$ cat config.mk
export PLATFORM = sky130hd
export DESIGN_NAME = bldc_commutator
export DESIGN_NICKNAME = d
export VERILOG_FILES = /design/src/rtl/bldc_commutator_pkg.sv /design/src/rtl/bldc_commutator_hall_debounce.sv /design/src/rtl/bldc_commutator.sv
export SDC_FILE = /design/constraint.sdc
export NUM_CORES = 1
export LEC_CHECK = 0
export ABC_AREA = 1
export BUFFER_PORTS_ARGS = -buffer_cell sky130_fd_sc_hd__buf_4
export CORE_MARGIN = 8
export CORE_UTILIZATION = 45
export DETAILED_ROUTE_END_ITERATION = 10
export PLACE_DENSITY_LB_ADDON = 0.3
export SKIP_CTS_REPAIR_TIMING = 1
export SLEW_MARGIN = 20
export SYNTH_ARGS = -nofsm -noshare
export SYNTH_HDL_FRONTEND = slang
export SYNTH_SLANG_ARGS = --single-unit
$ cat constraint.sdc
create_clock -name clock -period 3.6 [get_ports clock]
set_input_delay 0.18 -clock clock [delete_from_list [all_inputs] [get_ports clock]]
set_output_delay 0.18 -clock clock [all_outputs]
set_load 0.05 [all_outputs]
$ cat src/rtl/bldc_commutator_pkg.sv
// Shared types and lookup tables for the six-step BLDC commutator.
package bldc_commutator_pkg;

   localparam int unsigned DutyWidthDefault = 8;

   typedef enum logic [2:0] {
      StIdle     = 3'd0,
      StDeadtime = 3'd1,
      StDrive    = 3'd2,
      StBrake    = 3'd3,
      StFault    = 3'd4
   } bc_state_e;

   // One-hot phase masks, bit order {C,B,A}.
   typedef struct packed {
      logic [2:0] high;
      logic [2:0] low;
   } phase_sel_t;

   // 000 and 111 cannot occur on a healthy 120-degree hall arrangement.
   function automatic logic hall_is_valid(input logic [2:0] code);
      return (code != 3'b000) && (code != 3'b111);
   endfunction

   // Hall code to commutation step; reverse is the forward step shifted by half a turn.
   function automatic logic [2:0] hall_to_step(input logic [2:0] code, input logic reverse);
      logic [2:0] fwd;
      case (code)
         3'b001:  fwd = 3'd0;
         3'b011:  fwd = 3'd1;
         3'b010:  fwd = 3'd2;
         3'b110:  fwd = 3'd3;
         3'b100:  fwd = 3'd4;
         3'b101:  fwd = 3'd5;
         default: fwd = 3'd0;
      endcase
      if (!reverse) begin
         return fwd;
      end
      // Explicit mod 6 so the result never leaves 0..5.
      return (fwd >= 3'd3) ? (fwd - 3'd3) : (fwd + 3'd3);
   endfunction

   // Step to high-side / low-side phase; the remaining phase floats.
   function automatic phase_sel_t step_to_phases(input logic [2:0] s);
      phase_sel_t sel;
      case (s)
         3'd0:    begin sel.high = 3'b001; sel.low = 3'b010; end
         3'd1:    begin sel.high = 3'b001; sel.low = 3'b100; end
         3'd2:    begin sel.high = 3'b010; sel.low = 3'b100; end
         3'd3:    begin sel.high = 3'b010; sel.low = 3'b001; end
         3'd4:    begin sel.high = 3'b100; sel.low = 3'b001; end
         3'd5:    begin sel.high = 3'b100; sel.low = 3'b010; end
         default: begin sel.high = 3'b000; sel.low = 3'b000; end
      endcase
      return sel;
   endfunction

endpackage

$ cat src/rtl/bldc_commutator_hall_debounce.sv
// Hall input synchroniser and debouncer. A new code is accepted once it has been
// seen on DEBOUNCE_CYCLES consecutive synchronised samples; code_valid marks that
// at least one code has been accepted since reset.
module bldc_commutator_hall_debounce #(
   parameter int unsigned DEBOUNCE_CYCLES = 4
) (
   input  logic       clock,
   input  logic       reset_n,
   input  logic [2:0] hall,
   output logic [2:0] code,
   output logic       code_valid
);
   localparam int unsigned CntW = $clog2(DEBOUNCE_CYCLES + 1);
   localparam logic [CntW-1:0] CntLast = CntW'(DEBOUNCE_CYCLES - 1);
   localparam logic [CntW-1:0] CntMax  = CntW'(DEBOUNCE_CYCLES);

   logic [2:0]      sync1_q, sync2_q;
   logic [2:0]      cand_q, cand_d;
   logic [CntW-1:0] cnt_q, cnt_d;
   logic [2:0]      code_q, code_d;
   logic            valid_q, valid_d;

   // Two-flop synchroniser for the asynchronous hall lines.
   always_ff @(posedge clock or negedge reset_n) begin
      if (!reset_n) begin
         sync1_q <= 3'b000;
         sync2_q <= 3'b000;
      end else begin
         sync1_q <= hall;
         sync2_q <= sync1_q;
      end
   end

   // Count consecutive identical samples and accept on the last one.
   always_comb begin
      cand_d  = cand_q;
      cnt_d   = cnt_q;
      code_d  = code_q;
      valid_d = valid_q;
      if (sync2_q != cand_q) begin
         cand_d = sync2_q;
         cnt_d  = CntW'(1);
      end else if (cnt_q != CntMax) begin
         cnt_d = cnt_q + 1'b1;
         if (cnt_q == CntLast) begin
            code_d  = cand_q;
            valid_d = 1'b1;
         end
      end
   end

   // Debounce state registers.
   always_ff @(posedge clock or negedge reset_n) begin
      if (!reset_n) begin
         cand_q  <= 3'b000;
         cnt_q   <= '0;
         code_q  <= 3'b000;
         valid_q <= 1'b0;
      end else begin
         cand_q  <= cand_d;
         cnt_q   <= cnt_d;
         code_q  <= code_d;
         valid_q <= valid_d;
      end
   end

   assign code       = code_q;
   assign code_valid = valid_q;

endmodule

$ cat src/rtl/bldc_commutator.sv
// Six-step BLDC commutation controller: hall decode, dead-time sequencing,
// per-phase drive decode for three phase drivers, and stall detection.
module bldc_commutator
   import bldc_commutator_pkg::*;
#(
   parameter int unsigned DUTY_CYCLE_WIDTH = DutyWidthDefault,
   parameter int unsigned DEBOUNCE_CYCLES  = 4,
   parameter int unsigned DEADTIME_CYCLES  = 8,
   parameter int unsigned STALL_CYCLES     = 1048575
) (
   input  logic                          clock,
   input  logic                          reset_n,
   input  logic                          enable,
   input  logic                          direction,
   input  logic                          brake,
   input  logic [DUTY_CYCLE_WIDTH-1:0]   duty_cycle,
   input  logic [2:0]                    hall,
   output logic [3*DUTY_CYCLE_WIDTH-1:0] phase_duty,
   output logic [2:0]                    phase_high_z,
   output logic [2:0]                    step,
   output logic                          hall_fault,
   output logic                          stall
);
   localparam int unsigned DtW    = $clog2(DEADTIME_CYCLES + 1);
   localparam int unsigned StallW = $clog2(STALL_CYCLES + 1);
   localparam logic [DtW-1:0]    DtLast   = DtW'(DEADTIME_CYCLES - 1);
   localparam logic [StallW-1:0] StallMax = StallW'(STALL_CYCLES);

   logic [2:0]                  hall_code;
   logic                        hall_known;
   logic                        hall_ok, hall_bad;
   logic [2:0]                  hall_step;
   logic                        step_new;
   bc_state_e                   state_q, state_d;
   logic [2:0]                  step_q, step_d;
   logic [DtW-1:0]              dt_cnt_q, dt_cnt_d;
   logic [StallW-1:0]           stall_cnt_q, stall_cnt_d;
   logic                        stall_q, stall_d;
   logic [DUTY_CYCLE_WIDTH-1:0] duty_q;
   phase_sel_t                  sel;

   bldc_commutator_hall_debounce #(
      .DEBOUNCE_CYCLES(DEBOUNCE_CYCLES)
   ) u_hall_debounce (
      .clock     (clock),
      .reset_n   (reset_n),
      .hall      (hall),
      .code      (hall_code),
      .code_valid(hall_known)
   );

   // Hall decode is ignored until the debouncer has produced its first code.
   assign hall_ok   = hall_known && hall_is_valid(hall_code);
   assign hall_bad  = hall_known && !hall_is_valid(hall_code);
   assign hall_step = hall_to_step(hall_code, direction);
   assign step_new  = hall_ok && (hall_step != step_q);

   // Next-state: enable, then invalid hall, then brake, then step change.
   always_comb begin
      state_d     = state_q;
      step_d      = step_q;
      dt_cnt_d    = dt_cnt_q;
      stall_cnt_d = '0;
      stall_d     = stall_q;
      if (!enable) begin
         state_d  = StIdle;
         dt_cnt_d = '0;
         stall_d  = 1'b0;
      end else if (hall_bad) begin
         state_d  = StFault;
         dt_cnt_d = '0;
      end else begin
         unique case (state_q)
            StIdle: begin
               if (hall_ok) begin
                  state_d  = StDeadtime;
                  step_d   = hall_step;
                  dt_cnt_d = '0;
               end
            end
            StDeadtime: begin
               if (step_new) begin
                  // Rotor moved again before the gap ended: restart it.
                  step_d   = hall_step;
                  dt_cnt_d = '0;
                  stall_d  = 1'b0;
               end else if (dt_cnt_q == DtLast) begin
                  state_d  = brake ? StBrake : StDrive;
                  dt_cnt_d = '0;
               end else begin
                  dt_cnt_d = dt_cnt_q + 1'b1;
               end
            end
            StDrive: begin
               if (brake) begin
                  state_d  = StDeadtime;
                  dt_cnt_d = '0;
               end else if (step_new) begin
                  state_d  = StDeadtime;
                  step_d   = hall_step;
                  dt_cnt_d = '0;
                  stall_d  = 1'b0;
               end else begin
                  stall_cnt_d = (stall_cnt_q == StallMax) ? StallMax : (stall_cnt_q + 1'b1);
                  if (stall_cnt_d == StallMax) begin
                     stall_d = 1'b1;
                  end
               end
            end
            StBrake: begin
               // Track the rotor so the first drive after release uses the live step.
               if (step_new) begin
                  step_d  = hall_step;
                  stall_d = 1'b0;
               end
               if (!brake) begin
                  state_d  = StDeadtime;
                  dt_cnt_d = '0;
               end
            end
            StFault: begin
               state_d = StFault;
            end
            default: begin
               state_d  = StIdle;
               dt_cnt_d = '0;
            end
         endcase
      end
   end

   // FSM, counters and registered duty command.
   always_ff @(posedge clock or negedge reset_n) begin
      if (!reset_n) begin
         state_q     <= StIdle;
         step_q      <= 3'd0;
         dt_cnt_q    <= '0;
         stall_cnt_q <= '0;
         stall_q     <= 1'b0;
         duty_q      <= '0;
      end else begin
         state_q     <= state_d;
         step_q      <= step_d;
         dt_cnt_q    <= dt_cnt_d;
         stall_cnt_q <= stall_cnt_d;
         stall_q     <= stall_d;
         duty_q      <= duty_cycle;
      end
   end

   // Per-phase duty / high_z decode from state and step.
   always_comb begin
      phase_duty   = '0;
      phase_high_z = 3'b111;
      sel          = step_to_phases(step_q);
      unique case (state_q)
         StDrive: begin
            phase_high_z = ~(sel.high | sel.low);
            for (int i = 0; i < 3; i++) begin
               if (sel.high[i]) begin
                  phase_duty[i*DUTY_CYCLE_WIDTH +: DUTY_CYCLE_WIDTH] = duty_q;
               end
            end
         end
         StBrake: begin
            phase_high_z = 3'b000;
         end
         default: begin
            phase_high_z = 3'b111;
         end
      endcase
   end

   assign step       = step_q;
   assign stall      = stall_q;
   assign hall_fault = (state_q == StFault);

endmodule
== After elaboration in Yosys (flattened, before gate mapping) ==
Index checks and enable logic that the tools add are counted.

* Output and inout port bits: 32
* Bits in registers: 55

* Reduce and logical (&&, ||, !) cells: 16
* Bitwise logic cells: 4
* Multiplexer cells: 47
* Equality and inequality tests: 35
* Magnitude comparators: 1
* Add/sub/neg operators: 5

{| class="wikitable"
|+ Operators by type and width
! cell !! number
|-
| 20-bit two-way mux || 6
|-
| 3-bit two-way mux || 15
|-
| 20-bit == test, second input constant || 2
|-
| 6-bit case mux with 6 select lines || 1
|-
| 4-bit two-way mux || 8
|-
| 3-bit case mux with 5 select lines || 2
|-
| 24-bit two-way mux || 1
|-
| 8-bit two-way mux || 3
|-
| 3-bit by 2-bit == test with 1-bit output, second input constant || 7
|-
| 20-bit by 1-bit adder with 20-bit output, second input constant || 1
|-
| 4-bit inequality test, second input constant || 5
|-
| 4-bit case mux with 5 select lines || 1
|-
| 3-bit == test, second input constant || 6
|-
| 5-bit AND reduction || 3
|-
| 3-bit by 2-bit inequality test with 1-bit output, second input constant || 3
|-
| 3-bit inequality test, second input constant || 3
|-
| 3-bit case mux with 3 select lines || 1
|-
| 1-bit two-way mux || 7
|-
| 3-bit by 1-bit == test with 1-bit output, second input constant || 2
|-
| 3-bit logical NOT || 2
|-
| 2-bit inequality test, second input constant || 3
|-
| 3-bit inequality test || 2
|-
| 3-bit case mux with 2 select lines || 1
|-
| 3-bit nonzero test || 2
|-
| other kinds (17) || 21
|}

== Logic depth before layout (Yosys ltp) ==
* Depth after elaboration: 12
* Gate-level depth with buffers: 15
* Gate-level depth less buffers: 15

== Modules after synthesis ==
A second synthesis with hierarchy kept.

* Cells, all modules: 442
* Area, all modules: 3,195.6 µm²

{| class="wikitable"
|+ Modules (own cells, without submodules)
! module !! cells an instance !! area an instance (µm²) !! instances
|-
| bldc_commutator || 375 || 2,538.7 || 1
|-
| bldc_commutator_hall_debounce || 67 || 656.9 || 1
|}

== Worst setup path before layout ==
Ideal clock, no wire load.

* Kind: register to output
* Start point: register step_q[2] (netlist: step[2])
* End point: output port phase_high_z[1]
* Buffers on the path: 0
* Path slack: 1,202 ps
* Stages on the path, launching flop included: 5
* Arrival: 2,218 ps
* Path through: dfrtp_1 inv_1 nand2_1 nand2_1 o31ai_1

* Cells in the longest elaborated chain, start to end: 5
* Elaborated cells between the ends (all ways): 10
* Those cells by class: eq/ne (5); mux (2); bitwise (2); reduce/logical (1)

{| class="wikitable"
|+ RTL lines
! item !! RTL line !! source
|-
| from (decl) || bldc_commutator.sv:35 || <nowiki>logic [2:0] step_q, step_d;</nowiki>
|-
| from (signal assigned) || bldc_commutator.sv:143 || <nowiki>step_q <= step_d;</nowiki>
|-
| 3-bit == test, or another cell as far along || bldc_commutator_pkg.sv:47 || <nowiki>case (s)</nowiki>
|-
| 6-bit case mux with 6 select lines (*) || bldc_commutator_pkg.sv:47 ||
|-
| 3-bit OR (*) || bldc_commutator.sv:158 || <nowiki>phase_high_z = ~(sel.high | sel.low);</nowiki>
|-
| 3-bit NOT (*) || bldc_commutator.sv:158 ||
|-
| 3-bit case mux with 2 select lines (*) || bldc_commutator.sv:156 || <nowiki>unique case (state_q)</nowiki>
|-
| to (decl) || bldc_commutator.sv:19 || <nowiki>output logic [2:0] phase_high_z,</nowiki>
|}

Mark *: on every way between the ends. The rest lies on a longest branch, timed or not.

== Worst setup path after layout ==
* Start point: register state_q[0]
* End point: register state_q[0]

* Cells in the longest elaborated chain, start to end: 4
* Elaborated cells between the ends (all ways): 14
* Those cells by class: eq/ne (9); mux (3); reduce/logical (2)

{| class="wikitable"
|+ RTL lines
! item !! RTL line !! source
|-
| from (decl) || bldc_commutator.sv:34 || <nowiki>bc_state_e state_q, state_d;</nowiki>
|-
| from (signal assigned) || bldc_commutator.sv:135 || <nowiki>state_q <= StIdle;</nowiki>
|-
| from (signal assigned) || bldc_commutator.sv:142 || <nowiki>state_q <= state_d;</nowiki>
|-
| 3-bit == test, or another cell as far along || bldc_commutator.sv:73 || <nowiki>unique case (state_q)</nowiki>
|-
| 3-bit case mux with 5 select lines || bldc_commutator.sv:73 ||
|-
| 3-bit two-way mux || bldc_commutator.sv:69 || <nowiki>end else if (hall_bad) begin</nowiki>
|-
| 3-bit two-way mux || bldc_commutator.sv:65 || <nowiki>if (!enable) begin</nowiki>
|}

Parallel ways exist; a longest one is shown, timed or not.
A chain may end at the register's enable or synchronous reset.

==> results by group <==
Status
  • Outcome: finished, final reports clean

Timing
  • Final worst path period share: 58.4%
  • Worst slew margin: 53.6%
  • Skew final: 12.7 ps
  • Maximum clock rate: roughly 480 MHz
  • Final Critical Period: 2100 ps
  • Final setup violation count: 0
  • Worst-Margin Slew: 696 ps
  • Final hold vios: 0
  • Unrepaired setup endpoints after global routing: false
  • Max-slew violations: 0
  • Setup TNS: 0 ps

Synthesis
  • Adder-cell share of the synthesized area: 1.96%
  • Multiplexer area fraction after synthesis: 0%
  • Syn nets: 458
  • Seq/Total Area, Yosys: 43.2%
  • Number of flops mapped to enable cells by yosys: 0
  • Dominant combinational cell family by area after synthesis: simple AND/OR/NAND/NOR gates
  • Area share of xor/xnor cells in the synthesized design: 2.47%
  • Synth unique cells: 31
  • Syn. warnings: 0
  • Synth Cell Area: 3190 um2
  • Synth Area in Compound Gates: 8.32%
  • Seq cells post-synth: 55
  • Most common flop cell mapped by yosys: dfrtp_1
  • FFs w/ async S/R, synth: 100%
  • Syn avg cell area: 7.29 um2
  • Synth Instances: between 400 and 500
  • Simple-gate area share of the yosys netlist: 34.6%

Layout
  • Final Util: 56.1%
  • NumNets Final: 515
  • Biggest regs: stall_cnt_q (20), duty_q (8), dt_cnt_q (4)
  • Diodes inserted: 0
  • Leading cell type in the layout, fill and taps excluded: nand2_1
  • Layout cells sized above 1: 15.6%
  • Final instance area: between 3000 and 4000 um2
  • Most frequent cells in the layout: 115 x nand2_1, 62 x inv_1, 55 x dfrtp_1
  • Post-route insts no fill: 591
  • Synth-to-Final Area Change: 20.3%
  • Fillers: 645
  • Most flop-heavy register: stall_cnt_q
  • Max reg flops: 20

Global route
  • First-pass GRT wire length: 12400 um
  • Vias in the first global route: 2739
  • Gr usage total: 15.1%
  • Initial antenna violation count: 0
  • Largest net degree at the start of global routing: 56
  • Total gr overflow: 0

Worst setup path
  • CP Max Fanout: 28
  • CP Launch Point: state_q[0]
  • Worst setup SP type: flop
  • Crit Path Class: flop to flop
  • Arr. time, crit path: 2320 ps
  • Critical path capture point type: flop
  • Required @ worst endpoint: between 3000 and 4000 ps
  • Reg2reg start: state_q[0]

Route
  • Via/cell ratio: 4.98
  • Routed via count: 2944
  • DRC viols: 0
  • Routed Antenna Nets: 0
  • Avg WL per Cell: approximately 13 um
  • DR iter-0 viols: 191
  • Final WL: between 7000 and 8000 um
  • Pre-antenna DRT Iters: 4

Floorplanning
  • Core Region: 6830 um2
  • Initial Utilization: 46.6%
  • Row Count: 30
  • Width of the die: 100 um
  • Die footprint: 10000 um2
  • Chip height: roughly 100 um
  • IO Count: 48

Placement
  • DP Cell Count: 571
  • Placer congestion estimate: 0.850
  • Placed Area: 3620 um2
  • PortBufs: 47
  • HPWL Detailed: ~5500 um

CTS
  • Clock buffer depth: 2
  • CTS Sinks: 55
  • Root Buffer: clkbuf_8
  • Clk_lat worst skew: 320 ps
  • TritonCTS clock tree: yes
  • H-Tree Depth: 2
  • CTS buffer count: 5
  • Reg clk slew, reported paths: 110 ps

Min path
  • Start point of the worst hold path: enable
  • HP Class: input port to flop

Pwr
  • Leakage power: 1.89 nW
  • P per Cell Area: 519 nW/um2
  • Max VDD drop: between 0.0003 and 0.0004 V
  • Final Power: 0.00199 W

Job
  • Max-Cap Viols: 0
## synth_stat cells, drive strengths merged, types with 4 or more instances
master / n / area, um2
nor2: 40 / 170
nand3: 48 / 268
o21ai: 17 / 85.1
a31oi: 7 / 43.8
nand2: 120 / 463
ha: 5 / 62.6
nand4: 5 / 31.3
buf: 5 / 28.8
a21oi: 17 / 85.1
xor2: 4 / 35.0
o31ai: 4 / 30.0
nor3: 29 / 161
inv: 68 / 255
clkbuf: 4 / 15.0
xnor2: 5 / 43.8
dfrtp: 55 / 1380
## power breakdown
group | internal (W) | switching (W)
combinational | 0.000244 | 0.000604
clock | 0.000145 | 0.000220
sequential | 0.000689 | 0.0000857
total | 0.00108 | 0.000910
## path summary, 6_finish.rpt
| kind | slack, ps | end | cells after the start |
|---|---|---|---|
| worst max-delay path | 1500 | state_q[0] | 8 |
| worst min-delay path | 130 | state_q[2] | 3 |
| worst max register to register | 1500 | state_q[0] | 8 |
| worst min register to register | 360 | u_hall_debounce.sync2_q[1] | 0 |
| max in group asynchronous | 2700 | state_q[2] | 2 |
| min in group asynchronous | 420 | stall_cnt_q[12] | 2 |
## cell families after synthesis
logic type      Yosys count
flops                    55
xor+xnor                  9
buf+inv                  78
compound gates           47
simple gates            243
fa+ha+maj                 5
## layer usage
metal | vias to the layer above | part of all wire (%) | GRT usage (%)
li1 | 1522 | - | -
met1 | 1361 | 43 | 17.9
met2 | 52 | 52 | 26.7
met3 | 9 | 3.5 | 3.11
met4 | 0 | 1.3 | 4.19
met5 | - | 0 | 0
## worst max-delay path, stage by stage (launching register included)
cell and delay (ps):
dfrtp_1 460, nor3_2 300, inv_2 240, nor3_1 290, nand2_2 310, nand2_1 200, inv_1 70, nand3_1 60
nand2_1 60
## final cells by class
| cell class | count | area (um2) | area share [%] |
|---|---|---|---|
| inverter | 69 | 259 | 6.76 |
| clock buffer | 5 | 68.8 | 1.80 |
| multi-input combinational | 304 | 1510 | 39.3 |
| tap | 96 | 120 | 3.13 |
| clock inverter | 3 | 27.5 | 0.718 |
| sequential | 55 | 1380 | 35.9 |
| timing repair buffer | 59 | 473 | 12.3 |
## per-stage QoR
step	setup WS, ps	hold slack [ps]
floorplan	1200	-116
global placement	1510	276
detailed placement	1510	281
CTS	1490	-71.8
global route	1240	107
finish	1500	129
Power figures use the tool's default switching activity.
